[src/rtl/midori_session_if.sv]
`default_nettype none
// ============================================================================
// Module  : midori_session_if
// Brief   : Handshake and datapath-control bundle for midori_session_ctrl.
// Rev     : 1.0
// ============================================================================
interface midori_session_if #(
  parameter int NUM_ROUNDS    = 16,
  parameter int CYC_PER_ROUND = 2
);
  localparam int RW = (NUM_ROUNDS > 1) ? $clog2(NUM_ROUNDS) : 1;
  localparam int PW = (CYC_PER_ROUND > 1) ? $clog2(CYC_PER_ROUND) : 1;

  logic          in_valid;
  logic          in_ready;
  logic          out_valid;
  logic          out_ready;
`ifdef MIDORI_CTRL_PRNG_STALL_EN
  logic          rnd_valid;
`endif
  logic          start_sel;
  logic          state_en;
  logic [RW-1:0] round;
  logic [PW-1:0] phase;
  logic          last_round;
  logic          busy;

  modport master (
`ifdef MIDORI_CTRL_PRNG_STALL_EN
    output rnd_valid,
`endif
    output in_valid,
    output out_ready,
    input  in_ready,
    input  out_valid,
    input  start_sel,
    input  state_en,
    input  round,
    input  phase,
    input  last_round,
    input  busy
  );

  modport slave (
`ifdef MIDORI_CTRL_PRNG_STALL_EN
    input  rnd_valid,
`endif
    input  in_valid,
    input  out_ready,
    output in_ready,
    output out_valid,
    output start_sel,
    output state_en,
    output round,
    output phase,
    output last_round,
    output busy
  );
endinterface
`default_nettype wire

[src/rtl/midori_session_ctrl.sv]
`default_nettype none
// ============================================================================
// Module  : midori_session_ctrl
// Brief   : Flow-controlled round sequencer for the shared Midori64 TI datapath.
//           Optional MIDORI_CTRL_PRNG_STALL_EN stalls on PRNG rnd_valid.
// Rev     : 1.0
// ============================================================================
module midori_session_ctrl #(
  parameter int NUM_ROUNDS    = 16,
  parameter int CYC_PER_ROUND = 2
) (
  input  logic             clk,
  input  logic             rst,
  midori_session_if.slave  bus
);
  localparam int RW = (NUM_ROUNDS > 1) ? $clog2(NUM_ROUNDS) : 1;
  localparam int PW = (CYC_PER_ROUND > 1) ? $clog2(CYC_PER_ROUND) : 1;

  localparam logic [RW-1:0] c_LAST_ROUND = RW'(NUM_ROUNDS - 1);
  localparam logic [PW-1:0] c_LAST_PHASE = PW'(CYC_PER_ROUND - 1);

  localparam logic [1:0] c_IDLE = 2'd0;
  localparam logic [1:0] c_RUN  = 2'd1;
  localparam logic [1:0] c_DONE = 2'd2;

  logic [1:0]    r_state;
  logic [RW-1:0] r_round;
  logic [PW-1:0] r_phase;
  logic          r_last_round;

  logic          w_go;
  logic          w_accept;
  logic          w_phase_wrap;
  logic          w_final;
  logic [1:0]    w_state_nxt;
  logic [RW-1:0] w_round_nxt;
  logic [PW-1:0] w_phase_nxt;

`ifdef MIDORI_CTRL_PRNG_STALL_EN
  assign w_go = bus.rnd_valid;
`else
  assign w_go = 1'b1;
`endif

  assign w_accept     = !rst && (r_state == c_IDLE) && w_go && bus.in_valid;
  // With a single stage per round the phase never leaves 0 and every go wraps.
  assign w_phase_wrap = (r_phase == c_LAST_PHASE);
  assign w_final      = w_phase_wrap && (r_round == c_LAST_ROUND);

  always_comb begin
    w_state_nxt = r_state;
    w_round_nxt = r_round;
    w_phase_nxt = r_phase;
    case (r_state)
      c_IDLE: begin
        if (w_accept) begin
          w_state_nxt = c_RUN;
        end
      end
      c_RUN: begin
        if (w_go) begin
          if (w_final) begin
            w_state_nxt = c_DONE;
            w_round_nxt = '0;
            w_phase_nxt = '0;
          end else if (w_phase_wrap) begin
            w_round_nxt = r_round + RW'(1);
            w_phase_nxt = '0;
          end else begin
            w_phase_nxt = r_phase + PW'(1);
          end
        end
      end
      c_DONE: begin
        if (bus.out_ready) begin
          w_state_nxt = c_IDLE;
        end
      end
      default: begin
        w_state_nxt = c_IDLE;
        w_round_nxt = '0;
        w_phase_nxt = '0;
      end
    endcase
  end

  always_ff @(posedge clk or posedge rst) begin
    if (rst) begin
      r_state      <= c_IDLE;
      r_round      <= '0;
      r_phase      <= '0;
      r_last_round <= 1'b0;
    end else begin
      r_state      <= w_state_nxt;
      r_round      <= w_round_nxt;
      r_phase      <= w_phase_nxt;
      r_last_round <= (w_state_nxt == c_RUN) && (w_round_nxt == c_LAST_ROUND);
    end
  end

  assign bus.in_ready   = !rst && (r_state == c_IDLE) && w_go;
  assign bus.start_sel  = w_accept;
  assign bus.state_en   = w_accept || (!rst && (r_state == c_RUN) && w_go);
  assign bus.out_valid  = !rst && (r_state == c_DONE);
  assign bus.busy       = !rst && (r_state != c_IDLE);
  assign bus.round      = r_round;
  assign bus.phase      = r_phase;
  assign bus.last_round = r_last_round;

endmodule
`default_nettype wire
[src/flat_wrapper.sv]
// flat-port wrapper written by rule: the top's interface ports become plain ports
module midori_session_ctrl_flat 
#(
  parameter int NUM_ROUNDS    = 16,
  parameter int CYC_PER_ROUND = 2
)
  (clk, rst, bus_in_valid, bus_out_ready, bus_in_ready, bus_out_valid, bus_start_sel, bus_state_en, bus_round, bus_phase, bus_last_round, bus_busy);
  midori_session_if #(.NUM_ROUNDS(NUM_ROUNDS), .CYC_PER_ROUND(CYC_PER_ROUND)) bus_i ();
  input  logic clk;
  input  logic rst;
  input wire logic [$bits(bus_i.in_valid)-1:0] bus_in_valid;
  input wire logic [$bits(bus_i.out_ready)-1:0] bus_out_ready;
  output wire logic [$bits(bus_i.in_ready)-1:0] bus_in_ready;
  output wire logic [$bits(bus_i.out_valid)-1:0] bus_out_valid;
  output wire logic [$bits(bus_i.start_sel)-1:0] bus_start_sel;
  output wire logic [$bits(bus_i.state_en)-1:0] bus_state_en;
  output wire logic [$bits(bus_i.round)-1:0] bus_round;
  output wire logic [$bits(bus_i.phase)-1:0] bus_phase;
  output wire logic [$bits(bus_i.last_round)-1:0] bus_last_round;
  output wire logic [$bits(bus_i.busy)-1:0] bus_busy;
  assign bus_i.in_valid = bus_in_valid;
  assign bus_i.out_ready = bus_out_ready;
  assign bus_in_ready = bus_i.in_ready;
  assign bus_out_valid = bus_i.out_valid;
  assign bus_start_sel = bus_i.start_sel;
  assign bus_state_en = bus_i.state_en;
  assign bus_round = bus_i.round;
  assign bus_phase = bus_i.phase;
  assign bus_last_round = bus_i.last_round;
  assign bus_busy = bus_i.busy;
  midori_session_ctrl #(.NUM_ROUNDS(NUM_ROUNDS), .CYC_PER_ROUND(CYC_PER_ROUND)) u_core (.clk(clk), .rst(rst), .bus(bus_i));
endmodule
[config.mk]
export PLATFORM = sky130hd
export DESIGN_NAME = midori_session_ctrl_flat
export DESIGN_NICKNAME = d
export VERILOG_FILES = /design/src/rtl/midori_session_if.sv /design/src/rtl/midori_session_ctrl.sv /design/src/flat_wrapper.sv
export SDC_FILE = /design/constraint.sdc
export NUM_CORES = 1
export LEC_CHECK = 0
export CORE_AREA = 4 4 41 43
export CTS_CLUSTER_DIAMETER = 40
export DETAILED_ROUTE_END_ITERATION = 8
export DIE_AREA = 0 0 45 47
export HOLD_SLACK_MARGIN = 0.1
export PLACE_DENSITY = 0.73
export REMOVE_ABC_BUFFERS = 1
export SLEW_MARGIN = 20
export SYNTH_ARGS = -nofsm -noshare
export SYNTH_HDL_FRONTEND = slang
export SYNTH_SLANG_ARGS = --single-unit
export TNS_END_PERCENT = 5
[constraint.sdc]
create_clock -name clk -period 4 [get_ports clk]
set_input_delay 0.8 -clock clk [delete_from_list [all_inputs] [get_ports clk]]
set_output_delay 0.8 -clock clk [all_outputs]
set_load 0.01 [all_outputs]
## Word level (Yosys, flattened, before mapping)

Cells that the tools add are included.

- Register bits after elaboration: 8
- Input port bits: 4
- Output and inout bits: 11
- Logic and storage cells: 33

- Add/subtract/negate cells: 2
- Equal/unequal tests: 5
- Mux-type cells: 10
- Reduce and logical (&&, ||, !) cells: 12

Operators by type and width:

| kind | count |
|---|---|
| 4-bit equality test, second input constant | 2 |
| 4-bit two-way mux | 2 |
| 4-bit case mux with 2 select lines | 1 |
| 1-bit logical AND | 7 |
| 2-bit two-way mux | 3 |
| 2-bit case mux with 3 select lines | 1 |
| 4-bit by 1-bit adder with 4-bit output, second input constant | 1 |
| 2-bit by 1-bit equality test with 1-bit output, second input constant | 2 |
| 2-bit equality test, second input constant | 1 |
| 2-bit logical NOT | 1 |
| 1-bit two-way mux | 2 |
| 1-bit case mux with 2 select lines | 1 |
| 2-bit nonzero test | 1 |
| 2-bit OR reduction | 1 |
| 1-bit adder, second input constant | 1 |
| 1-bit logical NOT | 1 |
| 1-bit logical OR | 1 |

## Longest topological paths before layout

Gate-level depths: netlist (run 1).

- Word-level depth: 7
- Gate-level depth with buffers: 5
- Depth with buffers taken out: 5

## Worst setup path before layout (run 1)

OpenSTA, ideal clock, no wires.

- Kind: input-to-output
- Start point: input rst
- End point: output bus_start_sel
- Arrival: 1.210 ns
- Slack: 1.990 ns
- Stages: 2
- Path buffers: 0
- Cell sequence: nor3_2 > and2_1

- Word-level cells in the longest chain between the ends: 3

RTL lines:

| element | line | RTL |
|---|---|---|
| start: declaration | flat_wrapper.sv:10 | `input logic rst;` |
| 1-bit logical NOT (no source line) | - |  |
| 1-bit logical AND (2 in series) | midori_session_ctrl.sv:45 | `assign w_accept = !rst && (r_state == c_IDLE) && w_go && bus.in_valid;` |
| end: declaration | flat_wrapper.sv:15 | `output wire logic [$bits(bus_i.start_sel)-1:0] bus_start_sel;` |

No other way between the ends.

## Worst setup path after layout (run 1)

Same ends and word-level chain as after synthesis.

==> out/metrics.cfg, run 1 <==
[finish]
n_antenna_cell=0
layout-drive-gt1-share_pct=13.64
layout.nets=73
multi_input_area_sq_um=275.3
finalNonFillerCells=81
final_util_pct=51.35
register_area_sq_um=200.2
fillers=131
syn_to_final_growth_pct=31.20

[cts]
clk_latency_ns=0.25
cts_tree=done
post_cts.repair.setup_buffers=0
htreeDepth=1
cts_buffer_depth=2
root_buffer=clkbuf_4
cts_made_buffers=3
cts.sinks=8
clkTransAtPathRegs_ns=0.05
ctsHoldBuffers=0
ctsResizeCount=0

[pwr]
power_density_nw_per_um2=810.0
peakVddDrop_mv=0.3196
leakagePower_nw=0.2770

[die]
fp.dieW_um=45
dieHeight_um=47
start_util_pct=39.13
dieArea_sq_um=2115
io_pins=15
rows=13
core_area_sq_um=1301

[logic_synthesis]
synth.yosys.seq_area_share_pct=39.31
synth-simple-area-share_pct=28.50
synth_fa_ha_area_share_pct=2.457
synth_area_leader_cell=dfrtp_1
async_flop_share_pct=100.0
synth_top_flop_cell=dfrtp_1
synth_common_cells=dfrtp_1, nor2_1
synth_top_area_share_pct=39.31
synth_seq_cells=8
synthXorXnorAreaFrac_pct=1.720
synth_most_common_cell=dfrtp_1
synthMuxAreaShare_pct=1.966
synthDistinctLibCells=30
synth_area_sq_um=509.2
synth_warnings=0
synth_cells=52
synth_compound_area_share_pct=19.41
syn_area_per_cell_sq_um=9.793
synth_edf_count=0
synthTopCellsByArea=dfrtp_1, nand2b_1, nor2_1
synth_top_family_by_area=simple AND/OR/NAND/NOR gates

[sta]
fin_crit_sh_pct=73.12
setup_viol=0
worst-slew-pin-transition_ns=0.5081
rsz0062_at_grt=no
clock_skew_ns=0.008589
relSlewSlack_pct=66.13
slew_viol_final=0
fmax_ghz=0.3419
fin_tns_setup_ns=0
period_needed_ns=2.925
hold_violations=0
setup_ws_ns=1.075

[place]
io_buffer_count=14
dp_cells=78
place_ws_ns=1.078
gp_congestion=0.7785
dp_hpwl_um=748.8

[route]
post-route-drc-count=0
drt_wl_total_um=1043
dr.first_iter.drc_count=7
wl_per_cell_um=12.88
drt.antenna.violating_nets=0
num_vias=429
firstDrtPassIters=4
viasPerCell=5.296

[global_routing]
gr-total-overflow=0
grt_start_max_net_pins=16
grt_use_met3_pct=4.215
grtUsageMet1_pct=15.21
antenna_found_initial=0
grt_pass1_wl_um=1800
grt_usage_pct=11.90
busiest_layer=met2
first_global_vias=400
grt_use_met2_pct=18.08

[status]
status=finished clean

[hold_path]
whs_path_depth=2
worst_hold_path_type=reg -> reg

[setup_path]
path_class=in -> out
crit_path_max_fanout=5
ff2ff_path_depth=5
critPathArrivalTime_ns=2.12
startpoint_type=input pin
required_ns=3.20
worst_setup_path_end_kind=output pin

[run]
max-cap-violations=0

[flip-flops by register name (all words and copies together), names as in the netlist]
signal and flops:
u_core.bus.last_round 1, u_core.r_state 2, u_core.bus.round 4, u_core.bus.phase 1
[final cells by class]
class | count | area share, %
well taps | 15 | 2.809
flip-flops and latches | 8 | 29.96
repair buffers | 14 | 20.97
multi-input cells | 38 | 41.20
clock buffers | 3 | 3.371
inverters | 3 | 1.685
[per-stage QoR]
step | power, W | hold slack [ns] | area, sq um
floorplan | 0.0003643 | 0.6103 | 486.7
global placement | 0.0004800 | 0.5959 | 645.6
detailed placement | 0.0004820 | 0.6291 | 645.6
CTS | 0.0005475 | 0.6443 | 668.1
global route | 0.0005938 | 0.7053 | 668.1
finish | 0.0005412 | 0.6303 | 668.1
[cell usage in the layout, fill, tap and decap left out]
master / count
nand2_1: 3
nand2_4: 1
or3_1: 1
nand4_2: 1
nor3b_1: 1
nand4_1: 1
nor3_1: 1
o21bai_1: 1
inv_1: 3
nand3_2: 1
clkbuf_4: 3
nand4b_1: 1
a2111oi_2: 1
nor3_2: 1
dfrtp_1: 8
o311ai_1: 1
clkdlybuf4s50_1: 14
nor2_1: 5
and3_1: 1
o22ai_1: 3
o22a_1: 1
o41ai_2: 1
a21oi_1: 3
ha_1: 1
a2bb2oi_1: 1
nand2b_1: 3
xor2_1: 1
and2_1: 2
mux2i_1: 1
[power by group]
part	switching, W	internal, W
registers	0.0000745	0.000117
logic	0.000125	0.000162
clock network	0.0000281	0.0000344
total	0.000227	0.000314
[worst max-delay path, cell delays in order]
cell,delay (ns)
clkdlybuf4s50_1,0.48
nor3_2,0.15
and2_1,0.16
clkdlybuf4s50_1,0.54
[cell families after synthesis]
logic type	Yosys count
and+or+nand+nor	23
AOI/OAI and AO/OA	12
DFF	8
buffers and inverters	6
xor gates and xnor gates	1
muxes	1
adders and majority gates	1
[worst paths after layout]
kind | from | end | slack (ns)
setup / recovery | rst | bus_start_sel | 1.08
hold / removal | u_core.bus.round[3] | u_core.bus.round[3] | 0.63
setup reg to reg | u_core.bus.round[0] | u_core.bus.last_round | 2.47
hold reg to reg | u_core.bus.round[3] | u_core.bus.round[3] | 0.63
max in group asynchronous | rst | u_core.bus.phase | 2.83
min in group asynchronous | rst | u_core.bus.round[1] | 0.92
[metal layers]
layer	vias to the layer above	wire length, um
met4	0	14
met5	-	0
met1	194	514
met3	2	64
met2	14	449
li1	219	-
(Power assumes the default switching activity.)
==> inputs of run 2 (changes only) <==
--- a/config.mk
+++ b/config.mk
@@ -5,12 +5,12 @@
 export SDC_FILE = /design/constraint.sdc
 export NUM_CORES = 1
 export LEC_CHECK = 0
-export CORE_AREA = 4 4 41 43
+export CORE_MARGIN = 4
+export CORE_UTILIZATION = 39
 export CTS_CLUSTER_DIAMETER = 40
 export DETAILED_ROUTE_END_ITERATION = 8
-export DIE_AREA = 0 0 45 47
 export HOLD_SLACK_MARGIN = 0.1
-export PLACE_DENSITY = 0.73
+export PLACE_DENSITY = 0.77
 export REMOVE_ABC_BUFFERS = 1
 export SLEW_MARGIN = 20
 export SYNTH_ARGS = -nofsm -noshare
==> constraint.sdc (replaced) <==
create_clock -name clk -period 2.4 [get_ports clk]
set_input_delay 0.48 -clock clk [delete_from_list [all_inputs] [get_ports clk]]
set_output_delay 0.48 -clock clk [all_outputs]
set_load 0.01 [all_outputs]
==> out/metrics.cfg, run 2 (same netlist as run 1, synthesis figures left out) <==
[sta]
slew_viol_final=0  ; unchanged
fmax_ghz=0.4386
fin_tns_setup_ns=0  ; unchanged
rsz0062_at_grt=no
worst-slew-pin-transition_ns=0.4284  ; -0.07970 ns
period_needed_ns=2.280
relSlewSlack_pct=71.44  ; +5.3 points
hold_violations=0  ; unchanged
setup_ws_ns=0.1198  ; -0.9556 ns
hold_ws_ns=0.5989  ; -0.03142 ns
clock_skew_ns=0.006669  ; -0.001920 ns
setup_viol=0  ; unchanged
fin_crit_sh_pct=95.01

[die]
rows=12  ; -1
fp.dieW_um=44.14  ; -1.9%
dieHeight_um=44.14  ; -6.1%
start_util_pct=43.48  ; +4.3 points
core_area_sq_um=1171  ; -10%
dieArea_sq_um=1948  ; -7.9%
io_pins=15  ; unchanged

[setup_path]
startpoint_type=input pin
ff2ff_path_depth=5  ; unchanged
path_cells=clkdlybuf4s50_1 -> nor2_1 -> and2_1 -> clkdlybuf4s50_1
cpPeakStageDelay_ns=0.54  ; about the same
critPathArrivalTime_ns=1.80  ; -0.32 ns
crit_path_max_fanout=5  ; unchanged
required_ns=1.92  ; -1.28 ns
worst_setup_path_end_kind=output pin
crit_path_frequent_cell=clkdlybuf4s50_1
path_class=in -> out
cp_slowest_cell=clkdlybuf4s50_1

[route]
drt.antenna.violating_nets=0  ; unchanged
viasPerCell=5.704  ; +7.7%
dr.first_iter.drc_count=7  ; unchanged
post-route-drc-count=0  ; unchanged
firstDrtPassIters=4  ; unchanged
num_vias=462  ; +7.7%
drt_wl_total_um=1143  ; +9.6%
wl_per_cell_um=14.11  ; +9.6%

[run]
max-cap-violations=0  ; unchanged

[cts]
cts.sinks=8  ; unchanged
cts_buffer_depth=2  ; unchanged
cts_made_buffers=3  ; unchanged
htreeDepth=1  ; unchanged
root_buffer=clkbuf_4
clk_latency_ns=0.25  ; about the same
cts_tree=done
post_cts.repair.setup_buffers=0  ; unchanged
ctsHoldBuffers=0  ; unchanged
clkTransAtPathRegs_ns=0.06  ; about the same

[finish]
multi_input_area_sq_um=275.3  ; unchanged
finalNonFillerCells=81  ; unchanged
fillers=107  ; -18%
largest_register_ffs=4  ; unchanged
layout.nets=74  ; +1.4%
layout-drive-gt1-share_pct=14.93  ; +1.3 points
n_antenna_cell=0  ; unchanged
final_common_cell=clkdlybuf4s50_1
final_cell_mix=clkdlybuf4s50_1, dfrtp_1, nor2_1
syn_to_final_growth_pct=32.92
register_area_sq_um=200.2  ; unchanged

[hold_path]
worst_hold_path_type=in -> async

[pwr]
leakagePower_nw=0.2988  ; +7.9%
p_total_w=0.0009276  ; +71%
power_density_nw_per_um2=1370  ; +69%
peakVddDrop_mv=0.6163  ; +93%

[place]
place_ws_ns=0.1161  ; -0.9617 ns
io_buffer_count=14  ; unchanged
dp_cells=78  ; unchanged
gp_congestion=0.7334  ; -5.8%
dp_hpwl_um=815.5  ; +8.9%

[global_routing]
grt_start_max_net_pins=14  ; -2
grt_usage_pct=12.58  ; +0.68 points
first_global_vias=402  ; +0.50%
grtUsageMet1_pct=15.16  ; -0.048 points
grt_use_met3_pct=4.472  ; +0.26 points
busiest_layer=met2
gr-total-overflow=0  ; unchanged
grt_use_met2_pct=19.19  ; +1.1 points
antenna_found_initial=0  ; unchanged
grt_pass1_wl_um=1787  ; -0.72%

[status]
status=finished clean

-- run 2: cell count changes in the layout (fill, tap and decap cells not counted) --
cell             before  now
buf_4                 0    1
clkdlybuf4s50_1      14   13
dlymetal6s2s_1        0    1
-- run 2: what timing repair did --
action	in CTS	in global routing
hold endpoints to repair	0	0
endpoints found under the setup margin	0	1
resized for setup	0	1
-- run 2: power breakdown --
| group | switching, W | internal (W) | total (W) |
|---|---|---|---|
| Sequential | 0.000102 | 0.000196 | 0.000298 |
| Combinational | 0.000245 | 0.000280 | 0.000525 |
| Clock | 0.0000471 | 0.0000573 | 0.000104 |
-- run 2: critical path: cells and delay by family --
family	cells	cell delay (ns)
buf+inv	2	1.02
simple gates	2	0.31
-- run 2: final timing paths --
check / from / to / slack, ns
worst max-delay path: rst / bus_out_valid / 0.12
worst min-delay path: rst / u_core.r_state[0] / 0.60
worst max register to register: u_core.bus.round[0] / u_core.bus.last_round / 0.84
worst min register to register: u_core.bus.round[3] / u_core.bus.round[3] / 0.61
max in group asynchronous: rst / u_core.bus.last_round / 1.56
min in group clk: u_core.bus.round[3] / u_core.bus.round[3] / 0.61
-- run 2: per-stage QoR --
stage / utilization, % / area, sq um
final: 57.80 / 676.9
after global routing: 57.80 / 676.9
after CTS: 57.59 / 674.4
after detailed placement: 55.66 / 651.9
after global placement: 55.66 / 651.9
after floorplan: - / 486.7
-- run 2: area by class of cell --
class,count,share of cell area (%)
Clock buffer,3,3.327
Timing Repair Buffer,15,22.18
Inverter,3,1.664
Sequential cell,8,29.57
Multi-Input combinational cell,38,40.67
Tap cell,14,2.588
-- run 2: metal layers --
| metal | wire length (um) | part of all wire, % |
|---|---|---|
| met5 | 0 | 0 |
| met3 | 66 | 5.8 |
| met1 | 548 | 48 |
| met4 | 15 | 1.3 |
| met2 | 512 | 45 |
==> inputs of run 3 (changes only) <==
--- a/config.mk
+++ b/config.mk
@@ -5,12 +5,12 @@
 export SDC_FILE = /design/constraint.sdc
 export NUM_CORES = 1
 export LEC_CHECK = 0
-export CORE_MARGIN = 4
-export CORE_UTILIZATION = 39
+export CORE_AREA = 4 4 41 43
 export CTS_CLUSTER_DIAMETER = 40
 export DETAILED_ROUTE_END_ITERATION = 8
+export DIE_AREA = 0 0 45 47
 export HOLD_SLACK_MARGIN = 0.1
-export PLACE_DENSITY = 0.77
+export PLACE_DENSITY = 0.73
 export REMOVE_ABC_BUFFERS = 1
 export SLEW_MARGIN = 20
 export SYNTH_ARGS = -nofsm -noshare
==> constraint.sdc (replaced) <==
create_clock -name clk -period 2.2 [get_ports clk]
set_input_delay 0.44 -clock clk [delete_from_list [all_inputs] [get_ports clk]]
set_output_delay 0.44 -clock clk [all_outputs]
set_load 0.01 [all_outputs]
==> out/metrics.cfg, run 3 (same netlist as run 1, synthesis figures left out) <==
[status]
status=finished clean

[setup_path]
crit_path_frequent_cell=clkdlybuf4s50_1
cpPeakStageDelay_ns=0.53  ; about the same
required_ns=1.76  ; -0.16 ns
crit_path_max_fanout=3  ; -2
path_class=in -> out
critPathArrivalTime_ns=1.63  ; -0.17 ns
startpoint_type=input pin
path_cells=clkdlybuf4s50_1 -> and2_1 -> clkdlybuf4s50_1
worst_setup_path_end_kind=output pin
cp_slowest_cell=clkdlybuf4s50_1

[cts]
root_buffer=clkbuf_4
cts.sinks=8  ; unchanged
cts_buffer_depth=2  ; unchanged
clkTransAtPathRegs_ns=0.06  ; about the same
clk_latency_ns=0.25  ; about the same
ctsHoldBuffers=0  ; unchanged
htreeDepth=1  ; unchanged
cts_tree=done
cts_made_buffers=3  ; unchanged

[sta]
rsz0062_at_grt=no
hold_ws_ns=0.3526  ; -0.2464 ns
fin_crit_sh_pct=94.26
worst-slew-pin-transition_ns=0.3689  ; -0.05949 ns
period_needed_ns=2.074
hold_violations=0  ; unchanged
clock_skew_ns=0.0005614  ; -0.006108 ns
fmax_ghz=0.4822
slew_viol_final=0  ; unchanged
relSlewSlack_pct=75.41  ; +4.0 points
setup_viol=0  ; unchanged

[place]
placed_area_sq_um=660.6  ; +1.3%
io_buffer_count=14  ; unchanged
gp_congestion=0.7745  ; +5.6%
dp_hpwl_um=829.2  ; +1.7%

[finish]
fin_area_sq_um=684.4  ; +1.1%
final_common_cell=clkdlybuf4s50_1
layout.nets=75  ; +1.4%
largest_register_ffs=4  ; unchanged
syn_to_final_growth_pct=34.40
layout-drive-gt1-share_pct=16.18  ; +1.3 points
final_cell_mix=clkdlybuf4s50_1, dfrtp_1, nor2_1
n_antenna_cell=0  ; unchanged

[hold_path]
worst_hold_path_type=in -> async

[route]
drt_wl_total_um=1172  ; +2.5%
firstDrtPassIters=4  ; unchanged
num_vias=457  ; -1.1%
dr.first_iter.drc_count=12  ; +5
drt.antenna.violating_nets=0  ; unchanged
wl_per_cell_um=14.12  ; about the same
viasPerCell=5.506  ; -3.5%
post-route-drc-count=0  ; unchanged

[die]
dieHeight_um=47  ; +6.5%
start_util_pct=39.13  ; -4.3 points
dieArea_sq_um=2115  ; +8.6%
rows=13  ; +1
core_area_sq_um=1301  ; +11%
fp.dieW_um=45  ; +2.0%
io_pins=15  ; unchanged

[global_routing]
grt_usage_pct=12.86  ; +0.27 points
antenna_found_initial=0  ; unchanged
grt_start_max_net_pins=13  ; -1
first_global_vias=452  ; +12%
grt_pass1_wl_um=1938  ; +8.4%
gr-total-overflow=0  ; unchanged

[pwr]
power_density_nw_per_um2=1478  ; +7.8%
leakagePower_nw=0.2993  ; +0.16%
peakVddDrop_mv=0.5031  ; -18%

[run]
max-cap-violations=0  ; unchanged

-- run 3: cell count changes in the layout (fill, tap and decap cells not counted), sizes merged --
cell	before	now
buf	1	2
clkdlybuf4s50	13	12
dlygate4sd2	0	1
-- run 3: final timing paths --
kind / from / to / slack (ns) / cells after the start
hold / removal: rst / u_core.r_state[0] / 0.35 / 2
min in group clk: u_core.bus.round[3] / u_core.bus.round[3] / 0.62 / 2
setup / recovery: bus_in_valid / bus_start_sel / 0.13 / 3
max in group asynchronous: rst / u_core.bus.round[2] / 1.61 / 2
hold reg to reg: u_core.bus.round[3] / u_core.bus.round[3] / 0.62 / 2
setup reg to reg: u_core.bus.round[0] / u_core.bus.last_round / 0.66 / 5
-- run 3: where the power goes --
group / switching (W) / internal, W / total (W)
clock network: 0.0000494 / 0.0000624 / 0.000112
logic: 0.000278 / 0.000308 / 0.000587
registers: 0.0000989 / 0.000214 / 0.000313
total: 0.000427 / 0.000585 / 0.00101
-- run 3: critical path: cells and delay by family --
kind | cells | cell delay [ns]
AND/OR/NAND/NOR | 1 | 0.15
buffers and inverters | 2 | 1.04
-- run 3: final cells by class --
type                            count  area (sq um)
Clock buffer                        3         22.52
Multi-Input combinational cell     38         275.3
Timing Repair Buffer               16         156.4
Inverter                            3         11.26
Sequential cell                     8         200.2
Tap cell                           15         18.77
Fill cell                         141         616.8
-- run 3: per-layer routing --
metal  up-vias  routed length, um  track usage (%)
met5         -                  0                0
met4         0                 10            7.018
met3         2                 74            3.831
met2        16                521            18.36
met1       212                566            17.28
li1        227                  -                -
-- run 3: through the flow --
step           worst slack [ns]  std cells  util [%]  setup TNS, ns  total power (W)
3_5_place_dp           -0.02955         80     50.77       -0.02955        0.0009018
4_1_cts                 0.05453         83     52.40              0         0.001020
5_1_grt                 0.05950         83     52.60              0         0.001100
2_1_floorplan            0.7227         49         -              0        0.0006623
6_report                 0.1263         83     52.60              0         0.001011
3_3_place_gp            0.01401         80     50.77              0        0.0008906
-- run 3: what timing repair did --
item / 4_1_cts / 5_1_grt
endpoints found under the setup margin: 1 / 1
gates resized for setup: 1 / 1
pin swaps: 0 / 0
setup buffers: 0 / 0
